==> src/rtl/toggle_ctrl_pkg.sv <==
// Shared definitions for the toggle burst controller: FSM encoding, CLEAR timing
// and the expectation update helper.
package toggle_ctrl_pkg;

  typedef enum logic [2:0] {
    ST_IDLE  = 3'd0,
    ST_CLEAR = 3'd1,
    ST_SHIFT = 3'd2,
    ST_WAIT  = 3'd3,
    ST_DONE  = 3'd4
  } state_t;

  localparam int unsigned CLEAR_CNT_W = 4;
  // Number of cycles the datapath is held in reset before shifting starts.
  localparam logic [CLEAR_CNT_W-1:0] CLEAR_CYCLES = 4'd1;

  // exp[0] tracks parity of ones, exp[1] tracks parity of zeros.
  function automatic logic [1:0] next_expect(input logic [1:0] cur, input logic din);
    return {cur[1] ^ ~din, cur[0] ^ din};
  endfunction

endpackage

==> src/rtl/toggle_expect.sv <==
// Expectation tracker: follows the driven bit stream and checks the datapath
// state against it when the burst completes.
module toggle_expect
  import toggle_ctrl_pkg::*;
(
  input  logic       clk,
  input  logic       rst_n,
  input  logic       clr,
  input  logic       shift_en,
  input  logic       shift_bit,
  input  logic       cap,
  input  logic [1:0] dp_out,
  output logic [1:0] result,
  output logic       err
);

  logic [1:0] exp_r;
  logic [1:0] result_r;
  logic       err_r;

  // Running parity of ones/zeros for the active burst.
  always_ff @(posedge clk or negedge rst_n) begin
    if (!rst_n) begin
      exp_r <= 2'b00;
    end else if (clr) begin
      exp_r <= 2'b00;
    end else if (shift_en) begin
      exp_r <= next_expect(exp_r, shift_bit);
    end else begin
      exp_r <= exp_r;
    end
  end

  // Snapshot and compare; held until the next completed burst.
  always_ff @(posedge clk or negedge rst_n) begin
    if (!rst_n) begin
      result_r <= 2'b00;
      err_r    <= 1'b0;
    end else if (cap) begin
      result_r <= dp_out;
      err_r    <= (dp_out != exp_r);
    end else begin
      result_r <= result_r;
      err_r    <= err_r;
    end
  end

  assign result = result_r;
  assign err    = err_r;

endmodule

==> src/rtl/toggle_burst_ctrl.sv <==
// Burst controller: clears the toggle datapath, shifts a pattern into it LSB
// first, then snapshots the datapath state and flags a mismatch.
module toggle_burst_ctrl
  import toggle_ctrl_pkg::*;
#(
  parameter int PAT_W = 8,
  parameter int LEN_W = 3
) (
  input  logic             clk,
  input  logic             rst_n,
  input  logic             req_valid,
  output logic             req_ready,
  input  logic [PAT_W-1:0] req_pattern,
  input  logic [LEN_W-1:0] req_len,
  input  logic             abort,
  output logic             dp_rst,
  output logic             dp_in,
  input  logic [1:0]       dp_out,
  output logic             busy,
  output logic             done,
  output logic [1:0]       result,
  output logic             err
);

  state_t                 state_r;
  logic [PAT_W-1:0]       pattern_r;
  logic [LEN_W-1:0]       len_r;
  logic [LEN_W-1:0]       idx_r;
  logic [CLEAR_CNT_W-1:0] clr_cnt_r;
  logic                   dp_rst_r;

  logic                   accept_s;
  logic                   shift_en_s;
  logic                   cap_s;
  logic                   dp_in_s;

  // Handshake and tracker strobes decoded from the current state.
  always_comb begin
    accept_s   = 1'b0;
    shift_en_s = 1'b0;
    cap_s      = 1'b0;
    dp_in_s    = 1'b0;
    if (state_r == ST_IDLE) begin
      accept_s = req_valid;
    end else if (state_r == ST_SHIFT) begin
      shift_en_s = ~abort;
      dp_in_s    = pattern_r[idx_r];
    end else if (state_r == ST_WAIT) begin
      cap_s = ~abort;
    end else begin
      accept_s = 1'b0;
    end
  end

  // Main controller FSM; dp_rst is high in CLEAR and for one cycle after abort.
  always_ff @(posedge clk or negedge rst_n) begin
    if (!rst_n) begin
      state_r   <= ST_IDLE;
      pattern_r <= '0;
      len_r     <= '0;
      idx_r     <= '0;
      clr_cnt_r <= '0;
      dp_rst_r  <= 1'b1;
    end else begin
      dp_rst_r <= 1'b0;
      case (state_r)
        ST_IDLE: begin
          if (req_valid) begin
            pattern_r <= req_pattern;
            len_r     <= req_len;
            idx_r     <= '0;
            clr_cnt_r <= '0;
            dp_rst_r  <= 1'b1;
            state_r   <= ST_CLEAR;
          end
        end
        ST_CLEAR: begin
          if (abort) begin
            dp_rst_r <= 1'b1;
            state_r  <= ST_IDLE;
          end else if (clr_cnt_r == CLEAR_CYCLES - 4'd1) begin
            state_r <= ST_SHIFT;
          end else begin
            clr_cnt_r <= clr_cnt_r + 4'd1;
            dp_rst_r  <= 1'b1;
          end
        end
        ST_SHIFT: begin
          if (abort) begin
            dp_rst_r <= 1'b1;
            state_r  <= ST_IDLE;
          end else if (idx_r == len_r) begin
            state_r <= ST_WAIT;
          end else begin
            idx_r <= idx_r + 1'b1;
          end
        end
        ST_WAIT: begin
          if (abort) begin
            dp_rst_r <= 1'b1;
            state_r  <= ST_IDLE;
          end else begin
            state_r <= ST_DONE;
          end
        end
        ST_DONE: begin
          state_r <= ST_IDLE;
        end
        default: begin
          state_r <= ST_IDLE;
        end
      endcase
    end
  end

  toggle_expect u_expect (
    .clk      (clk),
    .rst_n    (rst_n),
    .clr      (accept_s),
    .shift_en (shift_en_s),
    .shift_bit(dp_in_s),
    .cap      (cap_s),
    .dp_out   (dp_out),
    .result   (result),
    .err      (err)
  );

  assign req_ready = (state_r == ST_IDLE);
  assign busy      = (state_r != ST_IDLE);
  assign done      = (state_r == ST_DONE);
  assign dp_rst    = dp_rst_r;
  assign dp_in     = dp_in_s;

endmodule
==> config.mk <==
export PLATFORM = sky130hd
export DESIGN_NAME = toggle_burst_ctrl
export DESIGN_NICKNAME = d
export VERILOG_FILES = /design/src/rtl/toggle_ctrl_pkg.sv /design/src/rtl/toggle_expect.sv /design/src/rtl/toggle_burst_ctrl.sv
export SDC_FILE = /design/constraint.sdc
export NUM_CORES = 1
export LEC_CHECK = 0
export CAP_MARGIN = 5
export CORE_MARGIN = 2
export CORE_UTILIZATION = 38
export DETAILED_ROUTE_END_ITERATION = 10
export PLACE_DENSITY = 0.57
export SYNTH_ARGS = -nofsm -noshare
export SYNTH_HDL_FRONTEND = slang
export SYNTH_SLANG_ARGS = --single-unit
export TNS_END_PERCENT = 20
==> constraint.sdc <==
create_clock -name clk -period 3.25 [get_ports clk]
set_clock_uncertainty 0.15 [all_clocks]
set_input_delay 0.65 -clock clk [delete_from_list [all_inputs] [get_ports clk]]
set_output_delay 0.65 -clock clk [all_outputs]
set_load 0.01 [all_outputs]
==> results of run 1 <==
synth_stat cells:
master,number
dfrtp_1,26
mux2_2,2
dfstp_2,1
nor2b_1,2
nand3_2,1
inv_1,7
o21ai_0,5
o31ai_1,2
nor4_1,1
nand3b_1,1
nor3b_1,1
xnor2_1,5
nand2_1,40
nand2b_1,1
a21oi_1,4
clkbuf_1,1
buf_4,2
a31oi_4,1
nand2_2,1
a31oi_1,2
a22oi_1,1
nand3_1,1
and2_2,1
or4b_4,1
or3_1,3
o22ai_1,1
a211oi_1,1
nor3_1,4
and3_1,2
buf_2,3
mux2i_1,3
nor2_1,5
ha_1,3
nand4_1,1
o211ai_1,1
or3b_2,1
mux4_1,2
mux2i_4,1
worst reg2reg max path, cell delays in order, from the launching register on:
cell	delay, ns
dfrtp_1	0.45
inv_1	0.08
ha_1	0.15
or3b_2	0.46
a31oi_1	0.39
o21ai_0	0.17
a21oi_1	0.15
area by class of cell:
cell class	instances	area, um2	share of cell area, %
clock buffer	3	22.52	1.336
inverter	7	26.28	1.559
sequential	27	676.9	40.16
tap	46	57.56	3.415
multi-input combinational	101	649.4	38.53
clock inverter	1	5.005	0.2970
timing repair buffer	25	247.7	14.70
worst paths after layout:
check                        startpoint      endpoint  cells after the start
setup / recovery               idx_r[0]         dp_in                      4
hold / removal             pattern_r[5]  pattern_r[5]                      2
setup reg to reg           clr_cnt_r[0]  clr_cnt_r[2]                      6
hold reg to reg            pattern_r[5]  pattern_r[5]                      2
max in group asynchronous         rst_n  pattern_r[0]                      2
min in group asynchronous         rst_n    state_r[0]                      1
through the flow:
step	hold slack (ns)	utilization, %	power (mW)	cells
after CTS	0.3411	49.34	1.285	210
after detailed placement	0.3048	48.53	1.133	206
final	0.3360	49.34	1.262	210
after global routing	0.3559	49.34	1.386	210
after floorplan	0.2044	-	0.9531	141
after global placement	0.3139	48.53	1.121	206
metal layers:
| layer | global-route usage [%] | vias up | share of wire, % |
|---|---|---|---|
| li1 | - | 525 | - |
| met1 | 18.99 | 482 | 47 |
| met2 | 23.83 | 22 | 47 |
| met3 | 2.993 | 4 | 3.9 |
| met4 | 7.181 | 0 | 2.1 |
| met5 | 0 | - | 0 |
registers in the layout, indices dropped and copies added (netlist names):
signal           flops
clr_cnt_r            4
pattern_r            8
len_r                3
u_expect.err         1
state_r              3
dp_rst               1
idx_r                3
u_expect.exp_r       2
u_expect.result      2
kinds of logic after synthesis:
logic type      Yosys count
buf+inv                  13
simple gates             67
compound gates           18
flops                    27
mux                       8
fa+ha+maj                 3
xor+xnor                  5
power by group through the flow:
stage | registers (mW) | logic [mW] | clock network [mW]
6_report | 0.572 | 0.544 | 0.147
5_1_grt | 0.598 | 0.618 | 0.170
4_1_cts | 0.575 | 0.553 | 0.157
3_5_place_dp | 0.583 | 0.550 | 0
3_3_place_gp | 0.581 | 0.540 | 0
2_1_floorplan | 0.546 | 0.407 | 0
==> flow_summary.toml, run 1 <==
[drt]
routedWlPerCell_um = 12.29
ant_nets = 0
drt-initial-drc-count = 58
drtPass1Iterations = 4
wl_um = 2581
vias = 1033
via_per_inst = 4.919
drc = 0

[timing]
period_needed_ns = 3.054
fin_tns_setup_ns = 0
hold_violations = 0
worst_slack_ns = 0.1959
slew_headroom_pct = 63.64
worst_pin_slew_ns = 0.5437
final_max_slew_viol_count = 0
rsz0062_at_grt = "no"
max_freq_mhz = 327.4
timing.final.crit_share_pct = 93.97
setup_violations = 0

[floorplanning]
die_w_um = 64.40
core-area_um2 = 3416
rows = 21
dieArea_um2 = 4147
die_h_um = 64.40
io_pins = 25
initial_core_util_pct = 40.59

[finish]
finalNetCount = 185
final_cell_mix = "nand2_1 (40), dfrtp_1 (26), clkdlybuf4s50_1 (24), inv_1 (7)"
num_antenna_cells = 0
mostFrequentLayoutCell = "nand2_1"
drive_gt1_share_pct = 9.146
final_area_um2 = 1685
fill_cells = 346
syn_to_final_growth_pct = 21.57

[critical_path]
crit_required_ns = 2.45
slowest_stage = "mux4_1"
critical_path_class = "reg2out"
cp.arrival_ns = 2.25
worstPathCellList = "mux4_1 -> mux2i_4 -> nor4_1 -> clkdlybuf4s50_1"
cp_num_buf_inv = 1
ff2ff_setup_slack_ns = 1.21
end_kind = "output pin"
slowest_delay_ns = 0.64
startpoint_type = "flip-flop"
path_max_fanout = 6
path_delay_family = "multiplexers"

[logic_synthesis]
synth-xor-area-share_pct = 3.159
yosysSeqAreaShare_pct = 48.83
postSynthCellCount = 141
syn_nets = 161
yosys_register_bits = 27
yosys-top-cells-area = "dfrtp_1 (47%), nand2_1 (11%), mux4_1 (3.8%), xnor2_1 (3.2%), ha_1 (2.7%)"
synth-simple-area-share_pct = 22.92
synth.area.mux_share_pct = 9.206
synth.top_cell.area_share_pct = 46.93
ys_warn_count = 0
syn-cell-area_um2 = 1386
syn_avg_cell_area_um2 = 9.832
synth_top_family_by_area = "simple AND/OR/NAND/NOR gates"
ys_types = 38
synth_compound_area_share_pct = 8.845
synth_top_cell_by_area = "dfrtp_1"
synthAdderAreaFrac_pct = 2.708

[cts]
clk_pin_slew_worst_paths_ns = 0.14
holdBufCountCts = 0
cts_buffer_depth = 2
cts-root-buf = "clkbuf_4"
cts_tree = "yes"
h-tree-depth = 1
cts_resized = 0
clk_latency_ns = 0.33
cts_setup_buffers = 0
cts_buffers = 3
clock-sinks = 27

[pwr]
switching_power_mw = 0.4753
power_frac_comb_pct = 43.1
vdd_ir_drop_max_mv = 0.2866
power_density_nw_per_um2 = 748.9
seqPwrFrac_pct = 45.3
switching_share_pct = 37.66
leakagePower_nw = 0.7593
p_int_mw = 0.7868
power_frac_clock_pct = 11.6

[job]
cap_violations = 0

[place]
place_ws_ns = 0.5570
placed_area_um2 = 1658
hpwlAfterDp_um = 1927
place.gp.congestion = 0.8619
portBuffers = 24

[grt]
gr-total-overflow = 0
track_usage_pct = 14.81
antenna_found_initial = 0
grt_pass1_wl_um = 4712
grt_pass1_vias = 1030
grt_max_degree = 17

[hold_path]
hold_class = "reg2reg"

[outcome]
outcome = "finished clean"
Power figures use the tool's default switching activity.
==> inputs of run 2 (changes only) <==
- CORE_UTILIZATION: 38 -> 35
- PLACE_DENSITY: 0.57 -> 0.53
- SETUP_SLACK_MARGIN: not set -> 0.05
==> run 2 against run 1 <==
- worst setup slack improved by 0.10 ns
- fmax increased by 3.5%
- global-route usage shrank 1.7 points
- sequential power grew 0.7%
- final cell count increased by 0.95%
- critical path type unchanged
- critical endpoint unchanged
- largest cell class unchanged
==> flow_summary.toml, run 2 (same netlist as run 1, synthesis figures left out) <==
[cts]
cts_buffers = 3
cts_tree = "yes"
cts-root-buf = "clkbuf_8"
clk_latency_ns = 0.27
h-tree-depth = 1
cts_resized = 0
clock-sinks = 27
holdBufCountCts = 0
cts_buffer_depth = 2
clk_pin_slew_worst_paths_ns = 0.09
cts_setup_buffers = 0

[floorplanning]
initial_core_util_pct = 37.03
die_h_um = 66.94
dieArea_um2 = 4480
io_pins = 25
die_w_um = 66.94
rows = 22
core-area_um2 = 3744

[place]
portBuffers = 24
dp.cells = 208
place.gp.congestion = 0.7189
placed_area_um2 = 1660
hpwlAfterDp_um = 1938

[finish]
multi_input_area_um2 = 649.4
syn_to_final_growth_pct = 23.10
finalNetCount = 185
final_cell_mix = "nand2_1 (40), dfrtp_1 (26), clkdlybuf4s50_1 (24), inv_1 (7)"
regArea_um2 = 676.9
largest_register = "pattern_r"
final_area_um2 = 1707
drive_gt1_share_pct = 9.146
largest_reg_flops = 8
reg.largest.list = "pattern_r (8), clr_cnt_r (4)"
fill_cells = 366
mostFrequentLayoutCell = "nand2_1"
final_cells = 212
num_antenna_cells = 0

[hold_path]
hold_class = "reg2reg"

[critical_path]
end_kind = "output pin"
critical_path_class = "reg2out"
path_max_fanout = 6
startpoint_type = "flip-flop"
cp.arrival_ns = 2.15
ff2ff_setup_slack_ns = 1.21
r2r-end = "clr_cnt_r[2]"
r2r_cells = 6
cp-startpoint = "idx_r[0]"
crit_required_ns = 2.45
rr_startpoint = "clr_cnt_r[0]"
endpoint = "dp_in"

[grt]
track_usage_pct = 13.09
antenna_found_initial = 0
grt_pass1_vias = 1008
grt_max_degree = 17
gr-total-overflow = 0
grt_pass1_wl_um = 4422

[pwr]
power_density_nw_per_um2 = 761.6
vdd_ir_drop_max_mv = 0.2478
power_mw = 1.300
leakagePower_nw = 0.7670

[drt]
via_per_inst = 4.755
drtPass1Iterations = 4
routedWlPerCell_um = 12.01
ant_nets = 0
drc = 0
vias = 1008
wl_um = 2547
drt-initial-drc-count = 82

[timing]
period_needed_ns = 2.952
hold_violations = 0
final_max_slew_viol_count = 0
slew_headroom_pct = 64.19
worst_pin_slew_ns = 0.5354
setup_violations = 0
holdWs_ns = 0.3220
timing.final.crit_share_pct = 90.82
max_freq_mhz = 338.8
fin_tns_setup_ns = 0
rsz0062_at_grt = "no"

[outcome]
outcome = "finished clean"

[job]
cap_violations = 0
## run 2: cell counts in the layout (fill, tap and decap cells not counted)
No cell type changed its count.
## run 2: metrics by stage
step | setup slack (ns) | utilization [%]
after floorplan | 1.125 | -
after global placement | 0.6200 | 44.35
after detailed placement | 0.5799 | 44.35
after CTS | 0.2728 | 45.59
after global routing | 0.2258 | 45.59
final | 0.2984 | 45.59
## run 2: layout make-up
type / instances / share of cell area [%]
clock buffers: 3 / 2.419
clock inverters: 1 / 0.2933
inverters: 7 / 1.540
multi-input cells: 101 / 38.05
flip-flops and latches: 27 / 39.66
well taps: 48 / 3.519
repair buffers: 25 / 14.52
## run 2: power breakdown
group	internal (mW)	leakage, nW	switching, mW
Combinational	0.275	0.398	0.264
Sequential	0.466	0.344	0.110
Clock	0.0858	0.0255	0.0989
## run 2: how the worst min path moves through the flow
stage,from,endpoint,cells past startpoint
3_3_place_gp,pattern_r[5],pattern_r[5],2
5_1_grt,pattern_r[0],pattern_r[0],2
2_1_floorplan,rst_n,clr_cnt_r[0],0
3_5_place_dp,pattern_r[5],pattern_r[5],2
6_report,pattern_r[5],pattern_r[5],2
4_1_cts,pattern_r[5],pattern_r[5],2
## run 2: worst max-delay path, stage by stage (launching register included)
cell and delay [ns]:
dfrtp_1 0.47, mux4_1 0.64, mux2i_4 0.22, nor4_1 0.07, clkdlybuf4s50_1 0.49
## run 2: metal layers
metal	global-route usage [%]	wire length, um	up-vias
met4	5.357	40	0
met1	15.87	1188	463
met5	0	0	-
met2	22.50	1211	20
li1	-	-	521
met3	2.703	106	4
